===== config.mk =====
export PLATFORM = sky130hd
export DESIGN_NAME = seq_detect_scheduler_flat
export DESIGN_NICKNAME = d
export VERILOG_FILES = /design/src/rtl/seq_detect_scheduler_if.sv /design/src/rtl/seq_detect_scheduler.sv /design/src/flat_wrapper.sv
export SDC_FILE = /design/constraint.sdc
export NUM_CORES = 1
export LEC_CHECK = 0
export BUFFER_PORTS_ARGS = -buffer_cell sky130_fd_sc_hd__buf_2
export CAP_MARGIN = 20
export CORE_MARGIN = 1.5
export CORE_UTILIZATION = 40
export CTS_CLUSTER_DIAMETER = 120
export CTS_CLUSTER_SIZE = 25
export DETAILED_ROUTE_END_ITERATION = 10
export HOLD_SLACK_MARGIN = 0.15
export MAX_ROUTING_LAYER = met4
export SYNTH_ARGS = -nofsm -noshare
export SYNTH_HDL_FRONTEND = slang
export SYNTH_SLANG_ARGS = --single-unit

===== constraint.sdc =====
create_clock -name Clk -period 2 [get_ports Clk]
set_input_delay 0.2 -clock Clk [delete_from_list [all_inputs] [get_ports Clk]]
set_output_delay 0.2 -clock Clk [all_outputs]
set_load 0.005 [all_outputs]

===== src/rtl/seq_detect_scheduler_if.sv =====
// seq_detect_scheduler_if: bundles the requester-side bus and the shared
// detector hookup of seq_detect_scheduler. The master modport is the
// scheduler; the slave modport is the requesters plus the detector.
interface seq_detect_scheduler_if #(
  parameter int NUM_REQ = 4,
  parameter int DATA_W  = 8,
  parameter int CNT_W   = 4
);
  localparam int ID_W = (NUM_REQ > 1) ? $clog2(NUM_REQ) : 1;

  logic [NUM_REQ-1:0]        req;
  logic [NUM_REQ*DATA_W-1:0] req_data;
  logic [NUM_REQ-1:0]        grant;
  logic                      det_w;
  logic                      det_rst_n;
  logic                      det_z;
  logic                      done;
  logic [ID_W-1:0]           done_id;
  logic [CNT_W-1:0]          hit_count;
  logic                      busy;

  modport master (
    input  req, req_data, det_z,
    output grant, det_w, det_rst_n, done, done_id, hit_count, busy
  );

  modport slave (
    output req, req_data, det_z,
    input  grant, det_w, det_rst_n, done, done_id, hit_count, busy
  );
endinterface


===== src/rtl/seq_detect_scheduler.sv =====
// seq_detect_scheduler: time-shares one serial four-in-a-row detector among
// NUM_REQ byte-wide requesters. Each grant flushes the detector, shifts the
// captured byte in MSB first, counts z=1 samples and reports count and id.
// Grant is high for FLUSH + DATA_W SHIFT + DRAIN + DONE cycles, so the done
// pulse lands in the (DATA_W+3)-th grant cycle.
// Build option: define SEQ_SCHED_FIXED_PRIO_EN for fixed priority (index 0
// wins); default is round-robin.
module seq_detect_scheduler #(
  parameter int NUM_REQ = 4,
  parameter int DATA_W  = 8,
  parameter int CNT_W   = 4
) (
  input  logic                   Clk,
  input  logic                   Reset,
  seq_detect_scheduler_if.master bus
);

  localparam int ID_W = (NUM_REQ > 1) ? $clog2(NUM_REQ) : 1;
  localparam int K_W  = (DATA_W > 1) ? $clog2(DATA_W) : 1;
  localparam logic [K_W-1:0]   K_LAST  = K_W'(DATA_W - 1);
  localparam logic [CNT_W-1:0] CNT_MAX = {CNT_W{1'b1}};
  localparam logic [ID_W:0]    N_WIDE  = (ID_W+1)'(NUM_REQ);
  localparam logic [ID_W-1:0]  ID_LAST = ID_W'(NUM_REQ - 1);

  typedef enum logic [2:0] {
    ST_IDLE  = 3'd0,
    ST_FLUSH = 3'd1,
    ST_SHIFT = 3'd2,
    ST_DRAIN = 3'd3,
    ST_DONE  = 3'd4
  } state_t;

  // Hit counter increment that sticks at all-ones instead of wrapping.
  function automatic logic [CNT_W-1:0] sat_inc(input logic [CNT_W-1:0] v);
    sat_inc = (v == CNT_MAX) ? v : v + CNT_W'(1);
  endfunction

  state_t              state_q, state_d;
  logic [ID_W-1:0]     ptr_q, ptr_d;
  logic [ID_W-1:0]     winner_q, winner_d;
  logic [DATA_W-1:0]   sr_q, sr_d;
  logic [K_W-1:0]      k_q, k_d;
  logic [CNT_W-1:0]    cnt_q, cnt_d;
  logic [NUM_REQ-1:0]  grant_q, grant_d;
  logic                det_w_q, det_w_d;
  logic                det_rst_n_q, det_rst_n_d;
  logic                done_q, done_d;
  logic [ID_W-1:0]     done_id_q, done_id_d;
  logic [CNT_W-1:0]    hit_count_q, hit_count_d;
  logic                busy_q, busy_d;

  logic                arb_found_s;
  logic [ID_W-1:0]     arb_win_s;
  logic [ID_W-1:0]     arb_start_s;
  logic [ID_W:0]       arb_idx_s;
  logic [ID_W-1:0]     ptr_next_s;
  logic [DATA_W-1:0]   data_s [NUM_REQ];

  for (genvar g = 0; g < NUM_REQ; g++) begin : g_unpack
    assign data_s[g] = bus.req_data[g*DATA_W +: DATA_W];
  end

`ifdef SEQ_SCHED_FIXED_PRIO_EN
  assign arb_start_s = '0;
  assign ptr_next_s  = '0;
`else
  assign arb_start_s = ptr_q;
  assign ptr_next_s  = (arb_win_s == ID_LAST) ? '0 : arb_win_s + ID_W'(1);
`endif

  // Scan requests circularly from the start index; the first pending one wins.
  always_comb begin
    arb_found_s = 1'b0;
    arb_win_s   = '0;
    arb_idx_s   = '0;
    for (int i = 0; i < NUM_REQ; i++) begin
      arb_idx_s = {1'b0, arb_start_s} + (ID_W+1)'(i);
      arb_idx_s = (arb_idx_s >= N_WIDE) ? arb_idx_s - N_WIDE : arb_idx_s;
      if (!arb_found_s && bus.req[arb_idx_s[ID_W-1:0]]) begin
        arb_found_s = 1'b1;
        arb_win_s   = arb_idx_s[ID_W-1:0];
      end else begin
        arb_found_s = arb_found_s;
      end
    end
  end

  // Next state plus next values of every registered output.
  always_comb begin
    state_d     = state_q;
    ptr_d       = ptr_q;
    winner_d    = winner_q;
    sr_d        = sr_q;
    k_d         = k_q;
    cnt_d       = cnt_q;
    grant_d     = grant_q;
    det_w_d     = 1'b0;
    det_rst_n_d = 1'b1;
    done_d      = 1'b0;
    done_id_d   = done_id_q;
    hit_count_d = hit_count_q;
    case (state_q)
      ST_IDLE: begin
        if (arb_found_s) begin
          state_d     = ST_FLUSH;
          winner_d    = arb_win_s;
          ptr_d       = ptr_next_s;
          sr_d        = data_s[arb_win_s];
          cnt_d       = '0;
          grant_d     = NUM_REQ'(1) << arb_win_s;
          det_rst_n_d = 1'b0;
        end else begin
          state_d = ST_IDLE;
        end
      end
      ST_FLUSH: begin
        state_d = ST_SHIFT;
        k_d     = '0;
        det_w_d = sr_q[DATA_W-1];
        sr_d    = sr_q << 1;
      end
      ST_SHIFT: begin
        // z in the first shift cycle still shows the flushed detector.
        if ((k_q != '0) && bus.det_z) begin
          cnt_d = sat_inc(cnt_q);
        end else begin
          cnt_d = cnt_q;
        end
        if (k_q == K_LAST) begin
          state_d = ST_DRAIN;
        end else begin
          k_d     = k_q + K_W'(1);
          det_w_d = sr_q[DATA_W-1];
          sr_d    = sr_q << 1;
        end
      end
      ST_DRAIN: begin
        // One more z sample: it reflects the last bit shifted in.
        if (bus.det_z) begin
          cnt_d = sat_inc(cnt_q);
        end else begin
          cnt_d = cnt_q;
        end
        state_d     = ST_DONE;
        done_d      = 1'b1;
        done_id_d   = winner_q;
        hit_count_d = cnt_d;
      end
      ST_DONE: begin
        state_d = ST_IDLE;
        grant_d = '0;
      end
      default: begin
        state_d = ST_IDLE;
        grant_d = '0;
      end
    endcase
    busy_d = (state_d != ST_IDLE);
  end

  // State, datapath and output registers; reset aborts any transaction.
  always_ff @(posedge Clk or negedge Reset) begin
    if (!Reset) begin
      state_q     <= ST_IDLE;
      ptr_q       <= '0;
      winner_q    <= '0;
      sr_q        <= '0;
      k_q         <= '0;
      cnt_q       <= '0;
      grant_q     <= '0;
      det_w_q     <= 1'b0;
      det_rst_n_q <= 1'b0;
      done_q      <= 1'b0;
      done_id_q   <= '0;
      hit_count_q <= '0;
      busy_q      <= 1'b0;
    end else begin
      state_q     <= state_d;
      ptr_q       <= ptr_d;
      winner_q    <= winner_d;
      sr_q        <= sr_d;
      k_q         <= k_d;
      cnt_q       <= cnt_d;
      grant_q     <= grant_d;
      det_w_q     <= det_w_d;
      det_rst_n_q <= det_rst_n_d;
      done_q      <= done_d;
      done_id_q   <= done_id_d;
      hit_count_q <= hit_count_d;
      busy_q      <= busy_d;
    end
  end

  assign bus.grant     = grant_q;
  assign bus.det_w     = det_w_q;
  assign bus.det_rst_n = det_rst_n_q;
  assign bus.done      = done_q;
  assign bus.done_id   = done_id_q;
  assign bus.hit_count = hit_count_q;
  assign bus.busy      = busy_q;

endmodule


===== src/flat_wrapper.sv =====
// flat-port wrapper written by rule: the top's interface ports become plain ports
module seq_detect_scheduler_flat 
#(
  parameter int NUM_REQ = 4,
  parameter int DATA_W  = 8,
  parameter int CNT_W   = 4
)
  (Clk, Reset, bus_req, bus_req_data, bus_det_z, bus_grant, bus_det_w, bus_det_rst_n, bus_done, bus_done_id, bus_hit_count, bus_busy);
  seq_detect_scheduler_if #(.NUM_REQ(NUM_REQ), .DATA_W(DATA_W), .CNT_W(CNT_W)) bus_i ();
  input  logic Clk;
  input  logic Reset;
  input wire logic [$bits(bus_i.req)-1:0] bus_req;
  input wire logic [$bits(bus_i.req_data)-1:0] bus_req_data;
  input wire logic [$bits(bus_i.det_z)-1:0] bus_det_z;
  output wire logic [$bits(bus_i.grant)-1:0] bus_grant;
  output wire logic [$bits(bus_i.det_w)-1:0] bus_det_w;
  output wire logic [$bits(bus_i.det_rst_n)-1:0] bus_det_rst_n;
  output wire logic [$bits(bus_i.done)-1:0] bus_done;
  output wire logic [$bits(bus_i.done_id)-1:0] bus_done_id;
  output wire logic [$bits(bus_i.hit_count)-1:0] bus_hit_count;
  output wire logic [$bits(bus_i.busy)-1:0] bus_busy;
  assign bus_i.req = bus_req;
  assign bus_i.req_data = bus_req_data;
  assign bus_i.det_z = bus_det_z;
  assign bus_grant = bus_i.grant;
  assign bus_det_w = bus_i.det_w;
  assign bus_det_rst_n = bus_i.det_rst_n;
  assign bus_done = bus_i.done;
  assign bus_done_id = bus_i.done_id;
  assign bus_hit_count = bus_i.hit_count;
  assign bus_busy = bus_i.busy;
  seq_detect_scheduler #(.NUM_REQ(NUM_REQ), .DATA_W(DATA_W), .CNT_W(CNT_W)) u_core (.Clk(Clk), .Reset(Reset), .bus(bus_i));
endmodule

==> summary.md <==
| Metric | Value |
|---|---|
| Worst rel slew slack | `0.478` |
| Leak pwr | `1.33 nW` |
| CP dominant cell by count | `ha_1` |
| Slowest stage cell, crit path | `dfrtp_1` |
| Finished Layout Cells | `between 300 and 400` |
| Min Tclk post-route | `about 1.7 ns` |
| Mean Syn Cell Area | `9.90 um^2` |
| Area Growth Syn to Fin | `22.2%` |
| Worst-path fanout max | `15` |
| Kind of end point of the critical path | `flip-flop` |
| VDD IR max | `0.000523 V` |
| Reg2Reg Launch Point | `u_core.k_q[0]$_DFFE_PN0P_` |
| Synth top area cells | `dfrtp_1, mux2i_1, mux2_2, nand2_1, ha_1` |
| DIE AREA | `between 5000 and 6000 um^2` |
| #FFs+latches synth | `36` |
| CP startpoint kind | `flip-flop` |
| I/O Buffers | `52` |
| DP HPWL | `between 3000 and 4000 um` |
| Area of the core | `roughly 5200 um^2` |
| Final #Nets | `between 300 and 400` |
| Crit Path Class | `reg -> reg` |
| Worst Path Required | `roughly 2.2 ns` |
| DRC Markers | `0` |
| Bufs on Longest Clock Path | `2` |
| Unique cell type count in the Yosys netlist | `48` |
| RR Endpoint | `u_core.sr_q[7]$_DFFE_PN0P_` |
| Status | `complete, no violations` |
| Initial antenna violation count | `0` |
| Initial core utilization | `0.420` |
| Die width | `approximately 77 um` |
| Largest family of logic cells by synthesized area | `compound AO/OA/AOI/OAI gates` |
| Sequential share of the synthesized area | `0.412` |
| Final setup fails | `0` |
| Largest net degree at the start of global routing | `37` |
| Syn Inst Count | `roughly 220` |
| GP Congestion | `approximately 0.8` |
| Worst Skew | `0.00729 ns` |
| Worst EP arrival | `1.91 ns` |
| Vias post-DR | `between 1500 and 2000` |
| Mapped Nets | `268` |
| Most numerous cell in the Yosys netlist | `dfrtp_1` |
| Drt total wl | `roughly 4400 um` |
| Fraction of layout cells with a size suffix above 1 | `0.320` |
| Hold crit path type | `in -> reg` |
| Detail Route Antenna Nets | `0` |
| Critical-path cell list | `ha_1 -> ha_1 -> nor2_1 -> nand2_1 -> a21oi_4 -> buf_12 -> nor2b_1 -> a31oi_1 -> o21ai_1` |
| Post-synth top cells | `dfrtp_1, nand2_1, mux2i_1` |
| Die H | `77.0 um` |
| Root Driver | `clkbuf_8` |
| Worst skew pair latency | `slightly below 0.3 ns` |
| Simple logic cell fraction of the synthesized area | `0.148` |
| Pre-CTS WS | `-0.0115 ns` |
| Starting DRT DRC Count | `94` |
| RSZ-0062 raised after global routing | `no` |
| Share of the synthesized area in the top cell type | `0.412` |
| Congestion Overflow GR | `0` |
| Post-synth top area cell | `dfrtp_1` |
| Hold Fails Final Rpt | `0` |
| R2R Setup Slk | `around 0.26 ns` |
| Synth Area in Adders | `0.0457` |
| CTS tree | `done` |
| Hold endpoint | `u_core.arb_start_s[0]$_DFFE_PN0P_` |
| Clk slew on worst S/H paths | `around 0.07 ns` |
| Hold path cells | `4` |
| Post-synth EDFFs | `0` |
| H-tree levels | `2` |
| Vias in the first global route | `roughly 1700` |
| Global-route wire length before repair | `approximately 7600 um` |
| Synth async-reset ratio | `1.00` |
| Fin. max-slew vios | `0` |
| Setup TNS | `0 ns` |
| Vias/cell | `between 5 and 6` |
| Cells after DPL | `between 300 and 400` |
| Power Density | `approximately 1400 nW/um^2` |
| Gr usage total | `0.164` |
| Clock sinks | `36` |
| Max-cap violations | `0` |
| Number of synthesis warnings | `0` |
| Final setup margin | `between 0.2 and 0.3 ns` |
| Synth Area in Compound Gates | `0.180` |
| Worst path max stage delay | `~0.4 ns` |
| Mux cell area share after synthesis | `0.144` |
| Main synth FF type | `dfrtp_1` |
| Num CTS Buffers | `5` |
| IO Count | `53` |
| Post-Synth XOR/XNOR Area | `0.00800` |
| Synthesized cell area | `about 2200 um^2` |
| First-pass detailed-route iteration total | `4` |
| Worst reg-to-reg path cell count | `9` |
| Slew @ Worst Pin | `0.782 ns` |
| Drt wl/cell | `between 10 and 15 um` |
| Hold path start | `bus_req[1]` |
| Row count | `26` |
| Ant diodes | `0` |
| Fmax | `575 MHz` |
| Period utilization | `0.869` |
flip-flops by register name (all words and copies together) (netlist names):
signal	count
u_core.arb_start_s	2
u_core.bus.busy	1
u_core.bus.det_rst_n	1
u_core.bus.det_w	1
u_core.bus.done	1
u_core.bus.done_id	2
u_core.bus.grant	4
u_core.bus.hit_count	4
u_core.cnt_q	4
u_core.k_q	3
u_core.sr_q	8
u_core.state_q	3
u_core.winner_q	2
final cells by class:
cell class              count  area [um^2]
fillers                   493         2530
well taps                  70         87.6
multi-input cells         162         1160
repair buffers             65          385
flip-flops and latches     36          901
clock inverters             2         35.0
inverters                  10         37.5
clock buffers               6         72.6
per-stage QoR:
| step | util | cell area, um^2 | hold WS, ns | power, mW |
|---|---|---|---|---|
| floorplan | - | 2190 | -0.0956 | 2.67 |
| global placement | 0.486 | 2530 | 0.332 | 3.08 |
| detailed placement | 0.486 | 2530 | 0.342 | 3.11 |
| CTS | 0.510 | 2660 | 0.320 | 3.78 |
| global route | 0.514 | 2680 | 0.350 | 4.14 |
| finish | 0.514 | 2680 | 0.325 | 3.80 |
routing by layer:
layer,vias to the layer above,part of all wire,GRT usage
met4,0,0.0092,0.0444
li1,910,-,-
met1,827,0.50,0.212
met3,4,0.034,0.0405
met5,-,0,-
met2,36,0.46,0.256
power breakdown:
part,leakage (nW),switching (mW),internal [mW],total [mW]
Sequential,0.462,0.209,1.02,1.23
Combinational,0.809,1.00,0.938,1.94
Clock,0.0552,0.259,0.370,0.628
Total,1.33,1.47,2.33,3.80
how the worst max path moves through the flow:
| stage | startpoint | to | depth (start not counted) |
|---|---|---|---|
| after floorplan | u_core.k_q[0]$_DFFE_PN0P_ | u_core.sr_q[6]$_DFFE_PN0P_ | 9 |
| after global placement | u_core.k_q[0]$_DFFE_PN0P_ | u_core.sr_q[7]$_DFFE_PN0P_ | 8 |
| after detailed placement | u_core.k_q[0]$_DFFE_PN0P_ | u_core.sr_q[7]$_DFFE_PN0P_ | 8 |
| after CTS | u_core.k_q[0]$_DFFE_PN0P_ | u_core.sr_q[7]$_DFFE_PN0P_ | 8 |
| after global routing | u_core.arb_start_s[1]$_DFFE_PN0P_ | u_core.sr_q[5]$_DFFE_PN0P_ | 6 |
| final | u_core.k_q[0]$_DFFE_PN0P_ | u_core.sr_q[7]$_DFFE_PN0P_ | 9 |
cells by family after synthesis:
| family | Yosys count |
|---|---|
| flops | 36 |
| simple gates | 67 |
| compound gates | 55 |
| xor+xnor | 2 |
| buf+inv | 23 |
| mux | 30 |
| fa+ha+maj | 8 |
placed cells by master, fill, tap and decap left out, drive strengths merged, types with 2 or more instances in the layout:
cell / synthesis / layout
dfrtp: 36 / 36
o2bb2ai: 2 / 2
nand2: 28 / 28
mux2: 11 / 11
nor2b: 9 / 9
clkbuf: 5 / 6
inv: 10 / 10
nand3: 7 / 7
a21oi: 9 / 9
buf: 8 / 64
o21ai: 14 / 14
ha: 8 / 8
nor3: 2 / 2
mux2i: 19 / 19
nand2b: 2 / 2
nor2: 15 / 15
o21bai: 2 / 2
a31oi: 9 / 9
a22o: 6 / 6
o31ai: 2 / 2
repair_timing:
item	CTS	global route
setup buffers	0	1
pin swaps	0	1
endpoints found under the setup margin	1	3
endpoints found under the hold margin	36	0
hold buffers	1	0
gates resized for setup	1	0
worst max-delay path: cells and delay by family (launching register included):
family          cells  cell delay, ns
fa+ha+maj           2            0.41
compound gates      3            0.39
flops               1            0.39
simple gates        3            0.29
buf+inv             1            0.15
No activity file was read; power rests on OpenSTA's default activity.
